### config.mk
export PLATFORM = sky130hd
export DESIGN_NAME = aes_block_serializer_flat
export DESIGN_NICKNAME = d
export VERILOG_FILES = /design/src/rtl/aes_block_serializer_if.sv /design/src/rtl/aes_block_serializer.sv /design/src/flat_wrapper.sv
export SDC_FILE = /design/constraint.sdc
export NUM_CORES = 1
export LEC_CHECK = 0
export ABC_AREA = 1
export CORE_ASPECT_RATIO = 1.1
export CORE_MARGIN = 2
export CORE_UTILIZATION = 60
export DETAILED_ROUTE_END_ITERATION = 8
export PLACE_DENSITY_LB_ADDON = 0.08
export RECOVER_POWER = 50
export SYNTH_ARGS = -nofsm -noshare
export SYNTH_HDL_FRONTEND = slang
export SYNTH_SLANG_ARGS = --single-unit
### constraint.sdc
create_clock -name clk -period 27.8 [get_ports clk]
set_clock_uncertainty 0.15 [all_clocks]
set_input_delay 4.17 -clock clk [delete_from_list [all_inputs] [get_ports clk]]
set_output_delay 4.17 -clock clk [all_outputs]
set_load 0.01 [all_outputs]
### src/rtl/aes_block_serializer_if.sv
// Handshake bundle for the AES block serializer.
// Carries the 128-bit block input side and the byte-serial output side.
interface aes_block_serializer_if;
    localparam int unsigned BLOCK_W = 128;
    localparam int unsigned BYTE_W  = 8;

    logic               in_valid;
    logic               in_ready;
    logic [BLOCK_W-1:0] in_block;
    logic               out_valid;
    logic               out_ready;
    logic [BYTE_W-1:0]  out_byte;
    logic               out_first;
    logic               out_last;

    // Producer/consumer environment side
    modport master (
        output in_valid,
        output in_block,
        output out_ready,
        input  in_ready,
        input  out_valid,
        input  out_byte,
        input  out_first,
        input  out_last
    );

    // Serializer side
    modport slave (
        input  in_valid,
        input  in_block,
        input  out_ready,
        output in_ready,
        output out_valid,
        output out_byte,
        output out_first,
        output out_last
    );
endinterface

### src/rtl/aes_block_serializer.sv
// Streams 128-bit AES blocks out as 16 bytes, MSB first, through a two-slot
// ping-pong buffer so the next block loads while the current one drains.
module aes_block_serializer #(
    parameter int unsigned COUNT_W = 16
) (
    input  logic                  clk,
    input  logic                  rst,
    aes_block_serializer_if.slave bus,
    output logic [COUNT_W-1:0]    blocks_sent
);
    localparam int unsigned BLOCK_W = 128;
    localparam int unsigned BYTE_W  = 8;
    localparam int unsigned IDX_W   = 4;
    localparam logic [IDX_W-1:0] LAST_IDX = IDX_W'(15);

    // State encodes slot occupancy directly
    typedef enum logic [1:0] {
        ST_EMPTY = 2'd0,
        ST_ONE   = 2'd1,
        ST_FULL  = 2'd2
    } state_t;

    state_t               state_q, state_d;
    logic                 wr_ptr_q, wr_ptr_d;
    logic                 rd_ptr_q, rd_ptr_d;
    logic [IDX_W-1:0]     idx_q, idx_d;
    logic [COUNT_W-1:0]   cnt_q, cnt_d;
    logic [BLOCK_W-1:0]   slot_q [2];

    logic                 in_ready_q, in_ready_d;
    logic                 out_valid_q, out_valid_d;
    logic [BYTE_W-1:0]    out_byte_q, out_byte_d;
    logic                 out_first_q, out_first_d;
    logic                 out_last_q, out_last_d;

    logic                 accept_c;
    logic                 xfer_c;
    logic                 final_c;
    logic [BLOCK_W-1:0]   sel_block_c;
    logic [BLOCK_W-1:0]   shifted_c;

    assign accept_c = bus.in_valid && (state_q != ST_FULL);
    assign xfer_c   = (state_q != ST_EMPTY) && bus.out_ready;
    assign final_c  = xfer_c && (idx_q == LAST_IDX);

    // Next-state, pointer, counter and next-cycle output values
    always_comb begin
        state_d     = state_q;
        wr_ptr_d    = wr_ptr_q;
        rd_ptr_d    = rd_ptr_q;
        idx_d       = idx_q;
        cnt_d       = cnt_q;
        sel_block_c = slot_q[rd_ptr_q];
        shifted_c   = '0;
        in_ready_d  = 1'b1;
        out_valid_d = 1'b0;
        out_byte_d  = '0;
        out_first_d = 1'b0;
        out_last_d  = 1'b0;

        case (state_q)
            ST_EMPTY: begin
                if (accept_c) state_d = ST_ONE;
            end
            ST_ONE: begin
                if (accept_c && !final_c)      state_d = ST_FULL;
                else if (!accept_c && final_c) state_d = ST_EMPTY;
            end
            ST_FULL: begin
                if (final_c) state_d = ST_ONE;
            end
            default: state_d = ST_EMPTY;
        endcase

        if (accept_c) wr_ptr_d = ~wr_ptr_q;

        if (xfer_c) begin
            if (final_c) begin
                idx_d    = '0;
                rd_ptr_d = ~rd_ptr_q;
                cnt_d    = cnt_q + COUNT_W'(1);
            end else begin
                idx_d    = idx_q + IDX_W'(1);
            end
        end

        // Forward the incoming block when it lands in the slot read next cycle
        if (accept_c && (wr_ptr_q == rd_ptr_d)) sel_block_c = bus.in_block;
        else                                     sel_block_c = slot_q[rd_ptr_d];
        shifted_c = sel_block_c << {idx_d, 3'b000};

        in_ready_d  = (state_d != ST_FULL);
        out_valid_d = (state_d != ST_EMPTY);
        if (out_valid_d) begin
            out_byte_d  = shifted_c[BLOCK_W-1 -: BYTE_W];
            out_first_d = (idx_d == '0);
            out_last_d  = (idx_d == LAST_IDX);
        end
    end

    // State and registered outputs
    always_ff @(posedge clk) begin
        if (rst) begin
            state_q     <= ST_EMPTY;
            wr_ptr_q    <= 1'b0;
            rd_ptr_q    <= 1'b0;
            idx_q       <= '0;
            cnt_q       <= '0;
            in_ready_q  <= 1'b1;
            out_valid_q <= 1'b0;
            out_byte_q  <= '0;
            out_first_q <= 1'b0;
            out_last_q  <= 1'b0;
        end else begin
            state_q     <= state_d;
            wr_ptr_q    <= wr_ptr_d;
            rd_ptr_q    <= rd_ptr_d;
            idx_q       <= idx_d;
            cnt_q       <= cnt_d;
            in_ready_q  <= in_ready_d;
            out_valid_q <= out_valid_d;
            out_byte_q  <= out_byte_d;
            out_first_q <= out_first_d;
            out_last_q  <= out_last_d;
        end
    end

    // Slot storage is not cleared by reset
    always_ff @(posedge clk) begin
        if (!rst && accept_c) slot_q[wr_ptr_q] <= bus.in_block;
    end

    assign bus.in_ready  = in_ready_q;
    assign bus.out_valid = out_valid_q;
    assign bus.out_byte  = out_byte_q;
    assign bus.out_first = out_first_q;
    assign bus.out_last  = out_last_q;
    assign blocks_sent   = cnt_q;
endmodule

### src/flat_wrapper.sv
// flat-port wrapper written by rule: the top's interface ports become plain ports
module aes_block_serializer_flat 
#(
    parameter int unsigned COUNT_W = 16
)
  (clk, rst, blocks_sent, bus_in_valid, bus_in_block, bus_out_ready, bus_in_ready, bus_out_valid, bus_out_byte, bus_out_first, bus_out_last);
  aes_block_serializer_if bus_i ();
  input  logic clk;
  input  logic rst;
  output logic [COUNT_W-1:0] blocks_sent;
  input wire logic [$bits(bus_i.in_valid)-1:0] bus_in_valid;
  input wire logic [$bits(bus_i.in_block)-1:0] bus_in_block;
  input wire logic [$bits(bus_i.out_ready)-1:0] bus_out_ready;
  output wire logic [$bits(bus_i.in_ready)-1:0] bus_in_ready;
  output wire logic [$bits(bus_i.out_valid)-1:0] bus_out_valid;
  output wire logic [$bits(bus_i.out_byte)-1:0] bus_out_byte;
  output wire logic [$bits(bus_i.out_first)-1:0] bus_out_first;
  output wire logic [$bits(bus_i.out_last)-1:0] bus_out_last;
  assign bus_i.in_valid = bus_in_valid;
  assign bus_i.in_block = bus_in_block;
  assign bus_i.out_ready = bus_out_ready;
  assign bus_in_ready = bus_i.in_ready;
  assign bus_out_valid = bus_i.out_valid;
  assign bus_out_byte = bus_i.out_byte;
  assign bus_out_first = bus_i.out_first;
  assign bus_out_last = bus_i.out_last;
  aes_block_serializer #(.COUNT_W(COUNT_W)) u_core (.clk(clk), .rst(rst), .bus(bus_i), .blocks_sent(blocks_sent));
endmodule
* Word-level counts from Yosys, hierarchy flattened
Memories as Yosys holds them, arrays and structs flattened. Cells that the tools add are included. Widths: inputs -> output; s select.
Operators by class: add/sub/neg operators 2, multipliers 0, div/mod/pow operators 0, order comparisons 0, eq/ne operators 7, shift-type cells 1, muxes and demuxes 12, bitwise gates (word level) 3, reduce and logical (&&, ||, !) cells 16
Operators by type and width (count):
- $mux 128 | 1
- $shl 128x7->128 | 1
- $add 16x1->16 const B | 1
- $eq 4x4->1 const B | 2
- $mux 2 | 4
- $mux 4 | 2
- $logic_and 1x1->1 | 7
- $pmux 2 s3 | 1
- $add 4x1->4 const B | 1
- $logic_not 4->1 | 1
- $mux 1 | 4
- $ne 2x2->1 const B | 2
- $reduce_bool 2->1 | 2
- $logic_not 1->1 | 3
- $not 1->1 | 3
- $eq 2x1->1 const B | 1
- $eq 2x2->1 const B | 1
- $logic_not 2->1 | 1
- $reduce_and 2->1 | 1
- $reduce_or 2->1 | 1
- $eq 1x1->1 | 1
Word-level totals: bits in registers 36, latch bits 0, bits in writable memories 256, memory bits (read-only) 0, output and inout bits 28, word-level logic and storage cells 52, memories 1
Memories:
- u_core.slot_q | depth 2, bits a word 128, read ports 1, clocked after Yosys merged registers in 0, write ports 1, line aes_block_serializer.sv:28 | logic [BLOCK_W-1:0] slot_q [2];

* Longest topological paths before layout
Gate-level depths: netlist of run 1.
depth in word-level cells 10, mapped depth 18

* Worst setup path after synthesis of run 1
No wires, ideal clock.
path kind input -> register, from input port rst, to memory u_core.slot_q[1][0], enable pin, arrival 13.117 ns, setup slack 13.761 ns, stages 2, buffers on the path 1, cells stage by stage clkbuf_1 nor3_1
Between the ends: word-level cells in the longest chain between the ends 4
Ends and longest elaborated chain:
- start: declaration | line flat_wrapper.sv:9 | input logic rst;
- $logic_not 1->1 | line aes_block_serializer.sv:130 | if (!rst && accept_c) slot_q[wr_ptr_q] <= bus.in_block;
- $logic_and 1x1->1 | line aes_block_serializer.sv:130
- $mux 1 | line aes_block_serializer.sv:130
- $mux 1 (not written as such) | line aes_block_serializer.sv:130
- end: declaration | line aes_block_serializer.sv:28
No other way between the ends.

* Final worst setup path of run 1
from input port bus_out_ready, to register u_core.out_byte_q[3] (netlist: u_core.bus.out_byte[3])
Between the ends: word-level cells in the longest chain between the ends 9, elaborated cells between the ends (all ways) 21
Ends and longest elaborated chain:
- start: declaration | line flat_wrapper.sv:13 | input wire logic [$bits(bus_i.out_ready)-1:0] bus_out_ready;
- $logic_and 1x1->1 (*) | line aes_block_serializer.sv:43 | assign xfer_c = (state_q != ST_EMPTY) && bus.out_ready;
- parallel branches: the longest is 8 deep, another holds $mem_v2 2x128
- end signal: assignment | line aes_block_serializer.sv:122 | out_byte_q <= out_byte_d;
- end: declaration | line aes_block_serializer.sv:32 | logic [BYTE_W-1:0] out_byte_q, out_byte_d;
Every way passes the cells marked *. A chain may end at the register's enable or synchronous reset.

==> flow_results.xml, run 1 <==
<?xml version="1.0" encoding="UTF-8"?>
<metrics>
  <group name="run_status">
    <metric name="outcome" unit="">finished with violations</metric>
    <metric name="violations" unit="">max-capacitance violations, max-slew violations</metric>
  </group>
  <group name="yosys">
    <metric name="ys_seq_area_share" unit="%">62.0</metric>
    <metric name="synth-seq-cells" unit="">292</metric>
    <metric name="post_synth_edffs" unit="">256</metric>
    <metric name="synth_top_flop_cell" unit="">sky130_fd_sc_hd__edfxtp_1</metric>
    <metric name="postSynth.asyncResetShare" unit="%">0</metric>
    <metric name="syn-cell-area" unit="sq um">13600</metric>
    <metric name="synthDominantAreaCellType" unit="">sky130_fd_sc_hd__edfxtp_1</metric>
    <metric name="avgSynthCellArea" unit="sq um">9.12</metric>
    <metric name="synthesis.nets" unit="">1622</metric>
    <metric name="post_synth_inst_count" unit="">1488</metric>
    <metric name="yosys.cell_count.top_type" unit="">sky130_fd_sc_hd__nand2_1</metric>
    <metric name="synthTopCellsByArea" unit="">sky130_fd_sc_hd__edfxtp_1 57%, sky130_fd_sc_hd__nand2_1 16%, sky130_fd_sc_hd__nand3_1 7.0%, sky130_fd_sc_hd__dfxtp_1 5.3%, sky130_fd_sc_hd__nor2_1 3.5%</metric>
    <metric name="synth_cell_types" unit="">32</metric>
    <metric name="yosysWarningCount" unit="">0</metric>
    <metric name="yosys.area.top_type_share" unit="%">56.6</metric>
    <metric name="synth_common_cells" unit="">579 x sky130_fd_sc_hd__nand2_1, 256 x sky130_fd_sc_hd__edfxtp_1, 189 x sky130_fd_sc_hd__nand3_1, 127 x sky130_fd_sc_hd__nor2_1, 115 x sky130_fd_sc_hd__inv_1</metric>
  </group>
  <group name="clock_network">
    <metric name="tritoncts" unit="">built</metric>
    <metric name="clock_path_buffers" unit="">3</metric>
    <metric name="post_cts_setup_repair_buffer_count" unit="">0</metric>
    <metric name="cts_buffers" unit="">29</metric>
    <metric name="ctsHtreeMaxLevel" unit="">1</metric>
    <metric name="cts.reportedPaths.clkPinSlew" unit="ns">0.06</metric>
    <metric name="worstSkewPairLatency" unit="ns">0.56</metric>
    <metric name="cts_repair_resize_count" unit="">0</metric>
    <metric name="cts_sinks" unit="">292</metric>
    <metric name="hold_fix_buffer_count_after_cts" unit="">0</metric>
    <metric name="cts-root-buf" unit="">sky130_fd_sc_hd__clkbuf_16</metric>
  </group>
  <group name="global_route">
    <metric name="grt_use_met2" unit="%">46.5</metric>
    <metric name="grt_most_used_layer" unit="">met2</metric>
    <metric name="grt_start_max_net_pins" unit="">96</metric>
    <metric name="vias_in_the_first_global_route" unit="">10000</metric>
    <metric name="grt_util_all_layers" unit="%">27.2</metric>
    <metric name="initial_antenna_violation_count" unit="">1</metric>
    <metric name="grt_pass1_wl" unit="um">51500</metric>
    <metric name="groute.layer.met3.usage" unit="%">2.89</metric>
    <metric name="grt-ovfl-total" unit="">0</metric>
    <metric name="grt_util_met1" unit="%">36.7</metric>
  </group>
  <group name="finish">
    <metric name="fraction_of_layout_instances_using_a_drive_strength_above_1" unit="%">4.09</metric>
    <metric name="num_antenna_cells" unit="">0</metric>
    <metric name="post-route-util" unit="%">72.9</metric>
    <metric name="final_standard_cell_area_without_fillers" unit="sq um">16200</metric>
    <metric name="number_of_non_filler_instances_in_the_completed_layout" unit="">1932</metric>
    <metric name="fin_nets" unit="">1748</metric>
    <metric name="area_growth" unit="%">19.2</metric>
  </group>
  <group name="drt">
    <metric name="ant_nets" unit="">0</metric>
    <metric name="vias_cell" unit="">5.48</metric>
    <metric name="detail_route.wl_per_cell" unit="um">16.9</metric>
    <metric name="detailroute.via_count" unit="">10600</metric>
    <metric name="drt_first_iter_violations" unit="">902</metric>
    <metric name="detailedRoute.firstPassIterationCount" unit="">5</metric>
    <metric name="remaining_drc_errors" unit="">0</metric>
    <metric name="route.final.wire_length" unit="um">32600</metric>
  </group>
  <group name="setup_path">
    <metric name="cp_data_required_time" unit="ns">28.08</metric>
    <metric name="cpMaxStageDelayCell" unit="">sky130_fd_sc_hd__dlygate4sd3_1</metric>
    <metric name="setup.worst_path.end_class" unit="">flop</metric>
    <metric name="crit_family" unit="">simple AND/OR/NAND/NOR gates</metric>
    <metric name="critPathLaunchType" unit="">input port</metric>
    <metric name="crit_buf_inv" unit="">4</metric>
    <metric name="worstPathCellList" unit="">dlygate4sd3_1, inv_1, nor2_1, nand2_2, nand2_2, nand2_1, nand2_1, nand3_4, buf_4, inv_2, o21ai_0, nand3_1, nand2_1, nand2_1, nand2_1, nor2_1, nor2_1</metric>
    <metric name="critPathArrivalTime" unit="ns">8.64</metric>
    <metric name="path_common_cell" unit="">sky130_fd_sc_hd__nand2_1</metric>
    <metric name="critical_path.max_fanout" unit="">48</metric>
    <metric name="regToRegSetupSlack" unit="ns">23.22</metric>
    <metric name="slowest_delay" unit="ns">0.54</metric>
    <metric name="critical_path_class" unit="">in -&gt; reg</metric>
  </group>
  <group name="sta">
    <metric name="endpoints_failing_hold" unit="">0</metric>
    <metric name="fin_ws" unit="ns">19.45</metric>
    <metric name="timing.final.crit_share" unit="%">30.0</metric>
    <metric name="slew_headroom" unit="%">-11.9</metric>
    <metric name="setup_viol" unit="">0</metric>
    <metric name="grt_setup_unrepaired" unit="">no</metric>
    <metric name="worst_slew_pin_slew" unit="ns">1.68</metric>
    <metric name="fmaxAchievable" unit="MHz">120</metric>
    <metric name="fin_worst_hold_slack" unit="ns">0.336</metric>
    <metric name="totalNegativeSetupSlack" unit="ns">0</metric>
    <metric name="final_period_demand_of_the_worst_path" unit="ns">8.35</metric>
    <metric name="maxSlewViolCount" unit="">31</metric>
  </group>
  <group name="floorplanning">
    <metric name="floorplan.die.height" unit="um">162</metric>
    <metric name="design.portCount" unit="">160</metric>
    <metric name="fp.coreArea" unit="sq um">22200</metric>
    <metric name="initial_core_util" unit="%">61.2</metric>
    <metric name="width_of_the_die" unit="um">147</metric>
    <metric name="core.rowCount" unit="">57</metric>
    <metric name="die_ar" unit="sq um">23800</metric>
  </group>
  <group name="worst_hold_path">
    <metric name="hold_class" unit="">reg -&gt; reg</metric>
  </group>
  <group name="placement">
    <metric name="gp_congestion" unit="">0.843</metric>
    <metric name="io_buffer_count" unit="">159</metric>
    <metric name="dp_hpwl" unit="um">19900</metric>
    <metric name="dp_worst_slack" unit="ns">19.77</metric>
    <metric name="dpl.cell_count" unit="">1878</metric>
    <metric name="placed_area" unit="sq um">15200</metric>
  </group>
  <group name="power_and_ir_drop">
    <metric name="p_total" unit="mW">1.04</metric>
    <metric name="static-leakage-power" unit="nW">6.61</metric>
    <metric name="power_density" unit="nW/um^2">64.1</metric>
    <metric name="ir_worst_vdd" unit="mV">0.0564</metric>
  </group>
  <group name="run">
    <metric name="drv.max_cap_violation_count" unit="">1</metric>
  </group>
</metrics>
layer usage:
metal | share of wire [%] | vias up | routed length [um]
met2 | 49 | 452 | 16000
met3 | 7.3 | 74 | 2370
met1 | 41 | 4907 | 13200
met4 | 3.1 | 2 | 1000
li1 | - | 5150 | -
met5 | 0.040 | - | 13
flip-flops by register name, summed over array words and instances (netlist names):
register,cells
u_core.bus.out_last,1
u_core.idx_q,4
u_core.slot_q,256
u_core.rd_ptr_q,1
u_core.state_q,2
u_core.wr_ptr_q,1
u_core.bus.out_byte,8
u_core.bus.out_valid,1
u_core.bus.out_first,1
u_core.blocks_sent,16
u_core.bus.in_ready,1
power breakdown:
group / switching [mW] / internal [mW]
Combinational: 0.0921 / 0.0501
Sequential: 0.00542 / 0.497
Clock: 0.159 / 0.233
Total: 0.257 / 0.780
cell families (layout without fill, tap and decap cells):
family | count (synthesis) | in the layout | synth area share, %
buffers and inverters | 192 | 341 | 6.29
AOI/OAI and AO/OA | 78 | 78 | 3.57
xor gates and xnor gates | 3 | 3 | 0.194
adders and majority gates | 2 | 2 | 0.184
DFF | 292 | 292 | 62.0
and+or+nand+nor | 921 | 921 | 27.8
worst reg2reg max path, stage by stage (launching register included):
cell and delay, ns:
sky130_fd_sc_hd__dfxtp_1 0.38, sky130_fd_sc_hd__nor2_1 0.07, sky130_fd_sc_hd__nor2_1 0.39, sky130_fd_sc_hd__nand2_2 0.21, sky130_fd_sc_hd__nand2_2 0.14, sky130_fd_sc_hd__nand2_1 0.53, sky130_fd_sc_hd__nand2_1 0.32, sky130_fd_sc_hd__nand3_4 0.49
sky130_fd_sc_hd__buf_4 0.55, sky130_fd_sc_hd__inv_2 0.45, sky130_fd_sc_hd__o21ai_0 0.18, sky130_fd_sc_hd__nand3_1 0.13, sky130_fd_sc_hd__nand2_1 0.14, sky130_fd_sc_hd__nand2_1 0.14, sky130_fd_sc_hd__nand2_1 0.06, sky130_fd_sc_hd__nor2_1 0.08
sky130_fd_sc_hd__nor2_1 0.06
layout by cell type (no fill, tap or decap), types with 2 or more instances in the layout:
cell type | netlist | routed
sky130_fd_sc_hd__nand2_1 | 579 | 580
sky130_fd_sc_hd__dlygate4sd3_1 | 0 | 145
sky130_fd_sc_hd__o21a_1 | 2 | 2
sky130_fd_sc_hd__a21oi_1 | 23 | 23
sky130_fd_sc_hd__clkdlybuf4s50_1 | 0 | 14
sky130_fd_sc_hd__clkbuf_16 | 0 | 29
sky130_fd_sc_hd__nand3_1 | 189 | 189
sky130_fd_sc_hd__nand2_4 | 0 | 2
sky130_fd_sc_hd__bufinv_16 | 0 | 3
sky130_fd_sc_hd__clkbuf_8 | 0 | 5
sky130_fd_sc_hd__nor2_1 | 127 | 128
sky130_fd_sc_hd__edfxtp_1 | 256 | 256
sky130_fd_sc_hd__nand4_1 | 3 | 3
sky130_fd_sc_hd__dfxtp_1 | 36 | 36
sky130_fd_sc_hd__buf_4 | 8 | 10
sky130_fd_sc_hd__nand3_2 | 3 | 2
sky130_fd_sc_hd__clkbuf_1 | 16 | 11
sky130_fd_sc_hd__clkinv_1 | 0 | 3
sky130_fd_sc_hd__nand3b_1 | 2 | 2
sky130_fd_sc_hd__inv_1 | 115 | 115
sky130_fd_sc_hd__nand2_2 | 6 | 3
sky130_fd_sc_hd__ha_1 | 2 | 2
sky130_fd_sc_hd__nor4_1 | 2 | 2
sky130_fd_sc_hd__o211ai_1 | 31 | 31
sky130_fd_sc_hd__o21ai_0 | 20 | 20
sky130_fd_sc_hd__clkinv_2 | 0 | 3
sky130_fd_sc_hd__nor3_1 | 5 | 5
area by class of cell:
| type | count | area, sq um |
|---|---|---|
| Timing Repair Buffer | 170 | 1670 |
| Tap cell | 295 | 369 |
| Sequential cell | 292 | 8410 |
| Inverter | 117 | 442 |
| Fill cell | 1617 | 6000 |
| Clock inverter | 10 | 125 |
| Multi-Input combinational cell | 1004 | 4330 |
| Clock buffer | 44 | 832 |
path summary, 6_finish.rpt:
kind,startpoint,end,depth (start not counted)
max,bus_out_ready,u_core.bus.out_byte[3]$_SDFF_PP0_,17
min reg2reg,u_core.blocks_sent[2]$_SDFFE_PP0P_,u_core.blocks_sent[2]$_SDFFE_PP0P_,2
min,u_core.blocks_sent[2]$_SDFFE_PP0P_,u_core.blocks_sent[2]$_SDFFE_PP0P_,2
max reg2reg,u_core.state_q[1]$_SDFF_PP0_,u_core.bus.out_byte[3]$_SDFF_PP0_,16
Power figures use the tool's default switching activity.
==> run 2, diff against run 1 <==
Settings changed: CORE_UTILIZATION 60 to 51.
Clock period 27.8 ns to 7.43 ns, I/O delays scaled along.
==> run 2 against run 1 <==
- the run still ends with max-capacitance violations, max-slew violations left
- global-route usage shrank 3.3 points
- routed wire length increased by 3.0%
- cell area rose by 0.61%
- clock power rose to 3.8 times the previous value
- sequential power grew to 3.7 times the previous value
- cell count up 3.2%
- worst hold slack worse by 0.011 ns
- die area increased by 17%
- setup slack got worse by 17 ns
- critical path type unchanged
==> flow_results.xml, run 2 (same netlist as run 1, synthesis figures left out) <==
<?xml version="1.0" encoding="UTF-8"?>
<metrics>
  <group name="run_status">
    <metric name="outcome" unit="">finished with violations</metric>
    <metric name="violations" unit="">max-capacitance violations, max-slew violations</metric>
  </group>
  <group name="sta">
    <metric name="slew_headroom" unit="%">-74.8</metric>
    <metric name="worst_slew_pin_slew" unit="ns">2.62</metric>
    <metric name="grt_setup_unrepaired" unit="">no</metric>
    <metric name="totalNegativeSetupSlack" unit="ns">0</metric>
    <metric name="setup_viol" unit="">0</metric>
    <metric name="fmaxAchievable" unit="MHz">189</metric>
    <metric name="maxSlewViolCount" unit="">45</metric>
    <metric name="final_period_demand_of_the_worst_path" unit="ns">5.28</metric>
    <metric name="fin_ws" unit="ns">2.15</metric>
    <metric name="endpoints_failing_hold" unit="">0</metric>
    <metric name="timing.final.crit_share" unit="%">71.0</metric>
  </group>
  <group name="clock_network">
    <metric name="clock_path_buffers" unit="">3</metric>
    <metric name="cts_buffers" unit="">31</metric>
    <metric name="tritoncts" unit="">built</metric>
    <metric name="post_cts_setup_repair_buffer_count" unit="">0</metric>
    <metric name="cts_repair_resize_count" unit="">0</metric>
    <metric name="hold_fix_buffer_count_after_cts" unit="">0</metric>
    <metric name="worstSkewPairLatency" unit="ns">0.55</metric>
    <metric name="cts.reportedPaths.clkPinSlew" unit="ns">0.06</metric>
    <metric name="ctsHtreeMaxLevel" unit="">1</metric>
    <metric name="cts_sinks" unit="">292</metric>
    <metric name="cts-root-buf" unit="">sky130_fd_sc_hd__clkbuf_16</metric>
  </group>
  <group name="placement">
    <metric name="dp_hpwl" unit="um">20700</metric>
    <metric name="placed_area" unit="sq um">15300</metric>
    <metric name="io_buffer_count" unit="">159</metric>
    <metric name="dp_worst_slack" unit="ns">2.83</metric>
    <metric name="gp_congestion" unit="">0.801</metric>
  </group>
  <group name="worst_hold_path">
    <metric name="hold-path-endpoint" unit="">u_core.blocks_sent[2]$_SDFFE_PP0P_</metric>
    <metric name="timing.hold.worst.start" unit="">u_core.blocks_sent[2]$_SDFFE_PP0P_</metric>
    <metric name="hold-path-cell-count" unit="">2</metric>
    <metric name="hold_class" unit="">reg -&gt; reg</metric>
  </group>
  <group name="drt">
    <metric name="detailroute.via_count" unit="">10500</metric>
    <metric name="route.final.wire_length" unit="um">33600</metric>
    <metric name="vias_cell" unit="">5.26</metric>
    <metric name="drt_first_iter_violations" unit="">1049</metric>
    <metric name="detailedRoute.firstPassIterationCount" unit="">5</metric>
    <metric name="remaining_drc_errors" unit="">0</metric>
    <metric name="ant_nets" unit="">0</metric>
    <metric name="detail_route.wl_per_cell" unit="um">16.8</metric>
  </group>
  <group name="floorplanning">
    <metric name="fp.coreArea" unit="sq um">26100</metric>
    <metric name="core.rowCount" unit="">62</metric>
    <metric name="floorplan.die.height" unit="um">175</metric>
    <metric name="initial_core_util" unit="%">51.9</metric>
    <metric name="die_ar" unit="sq um">27900</metric>
    <metric name="width_of_the_die" unit="um">160</metric>
    <metric name="design.portCount" unit="">160</metric>
  </group>
  <group name="power_and_ir_drop">
    <metric name="power_density" unit="nW/um^2">239</metric>
    <metric name="static-leakage-power" unit="nW">6.63</metric>
    <metric name="p_total" unit="mW">3.89</metric>
    <metric name="ir_worst_vdd" unit="mV">0.203</metric>
  </group>
  <group name="global_route">
    <metric name="grt_util_all_layers" unit="%">23.9</metric>
    <metric name="grt_pass1_wl" unit="um">53200</metric>
    <metric name="vias_in_the_first_global_route" unit="">9962</metric>
    <metric name="grt-ovfl-total" unit="">0</metric>
    <metric name="grt_start_max_net_pins" unit="">95</metric>
    <metric name="initial_antenna_violation_count" unit="">1</metric>
  </group>
  <group name="finish">
    <metric name="largest_register_ffs" unit="">256</metric>
    <metric name="num_antenna_cells" unit="">0</metric>
    <metric name="register_area" unit="sq um">8410</metric>
    <metric name="final_common_cell" unit="">sky130_fd_sc_hd__nand2_1</metric>
    <metric name="multi_input_logic_area" unit="sq um">4330</metric>
    <metric name="fin_nets" unit="">1752</metric>
    <metric name="top_register" unit="">u_core.slot_q</metric>
    <metric name="nFillCells" unit="">2271</metric>
    <metric name="layout.cells.most_common_list" unit="">581 x sky130_fd_sc_hd__nand2_1, 256 x sky130_fd_sc_hd__edfxtp_1, 189 x sky130_fd_sc_hd__nand3_1</metric>
    <metric name="area_growth" unit="%">19.9</metric>
    <metric name="final_standard_cell_area_without_fillers" unit="sq um">16300</metric>
    <metric name="fraction_of_layout_instances_using_a_drive_strength_above_1" unit="%">4.45</metric>
  </group>
  <group name="run">
    <metric name="drv.max_cap_violation_count" unit="">1</metric>
  </group>
  <group name="setup_path">
    <metric name="regToRegSetupSlack" unit="ns">2.85</metric>
    <metric name="regToRegStartpoint" unit="">u_core.state_q[1]$_SDFF_PP0_</metric>
    <metric name="setup.worst_path.end_class" unit="">flop</metric>
    <metric name="critPathLaunchType" unit="">input port</metric>
    <metric name="critical_path.max_fanout" unit="">44</metric>
    <metric name="critical_path_class" unit="">in -&gt; reg</metric>
    <metric name="regToRegEndpoint" unit="">u_core.bus.out_byte[1]$_SDFF_PP0_</metric>
    <metric name="critPathArrivalTime" unit="ns">5.60</metric>
    <metric name="cp_data_required_time" unit="ns">7.75</metric>
    <metric name="worst_r2r_path_depth" unit="">15</metric>
  </group>
</metrics>
==> run 2: changes by cell type in the layout (fill, tap and decap cells not counted), moves of 2 or more <==
cell | previous run | this run
sky130_fd_sc_hd__clkbuf_16 | 29 | 31
sky130_fd_sc_hd__clkinv_1 | 3 | 1
sky130_fd_sc_hd__buf_4 | 10 | 12
sky130_fd_sc_hd__clkinv_2 | 3 | 6
sky130_fd_sc_hd__clkbuf_4 | 0 | 5
sky130_fd_sc_hd__clkbuf_8 | 5 | 1
==> run 2: layout make-up <==
cell class / count / share of cell area, %
Sequential cell: 292 / 51.7
Multi-Input combinational cell: 1004 / 26.6
Timing Repair Buffer: 172 / 10.4
Clock buffer: 47 / 5.31
Inverter: 117 / 2.71
Tap cell: 352 / 2.71
Clock inverter: 10 / 0.623
==> run 2: worst max-delay path: stages <==
cell and delay [ns]:
sky130_fd_sc_hd__dlygate4sd3_1 0.57, sky130_fd_sc_hd__nand2_1 0.19, sky130_fd_sc_hd__nand2_1 0.13, sky130_fd_sc_hd__o21ai_4 0.07, sky130_fd_sc_hd__clkbuf_1 1.86, sky130_fd_sc_hd__inv_1 0.11
sky130_fd_sc_hd__buf_4 0.37, sky130_fd_sc_hd__nor2_1 0.49, sky130_fd_sc_hd__nand2_1 0.11, sky130_fd_sc_hd__nand3_1 0.10, sky130_fd_sc_hd__nand2_1 0.06, sky130_fd_sc_hd__a21oi_1 0.15
sky130_fd_sc_hd__a21oi_1 0.08, sky130_fd_sc_hd__a21oi_1 0.15
==> run 2: power by group <==
group	internal, mW	total (mW)	switching, mW
registers	1.86	1.88	0.0199
logic	0.189	0.539	0.350
clock network	0.867	1.48	0.609
==> run 2: worst max path at each step <==
stage / start / to / slack, ns / cells after the start
floorplan: bus_in_valid / u_core.slot_q[1][0]$_DFFE_PP_ / 0.39 / 4
global placement: bus_out_ready / u_core.bus.out_byte[3]$_SDFF_PP0_ / 2.87 / 15
detailed placement: bus_out_ready / u_core.bus.out_byte[4]$_SDFF_PP0_ / 2.83 / 16
CTS: bus_out_ready / u_core.bus.out_byte[4]$_SDFF_PP0_ / 3.38 / 16
global route: bus_out_ready / u_core.bus.out_byte[1]$_SDFF_PP0_ / 1.89 / 16
finish: bus_out_ready / u_core.bus.out_byte[1]$_SDFF_PP0_ / 2.15 / 14
==> run 2: metal layers <==
metal  vias up  global-route usage (%)  share of wire [%]
li1       5161                       -                  -
met2       363                    40.1                 48
met5         -                       0              0.048
met3        47                    3.87                6.8
met1      4908                    32.6                 43
met4         2                    5.91                1.7
==> run 2: stage by stage <==
stage | hold WS, ns | cells | util [%]
2_1_floorplan | 0.303 | 1488 | -
3_3_place_gp | 0.317 | 1937 | 58.7
3_5_place_dp | 0.321 | 1937 | 58.7
4_1_cts | 0.330 | 1994 | 62.4
5_1_grt | 0.368 | 1994 | 62.3
6_report | 0.325 | 1994 | 62.3
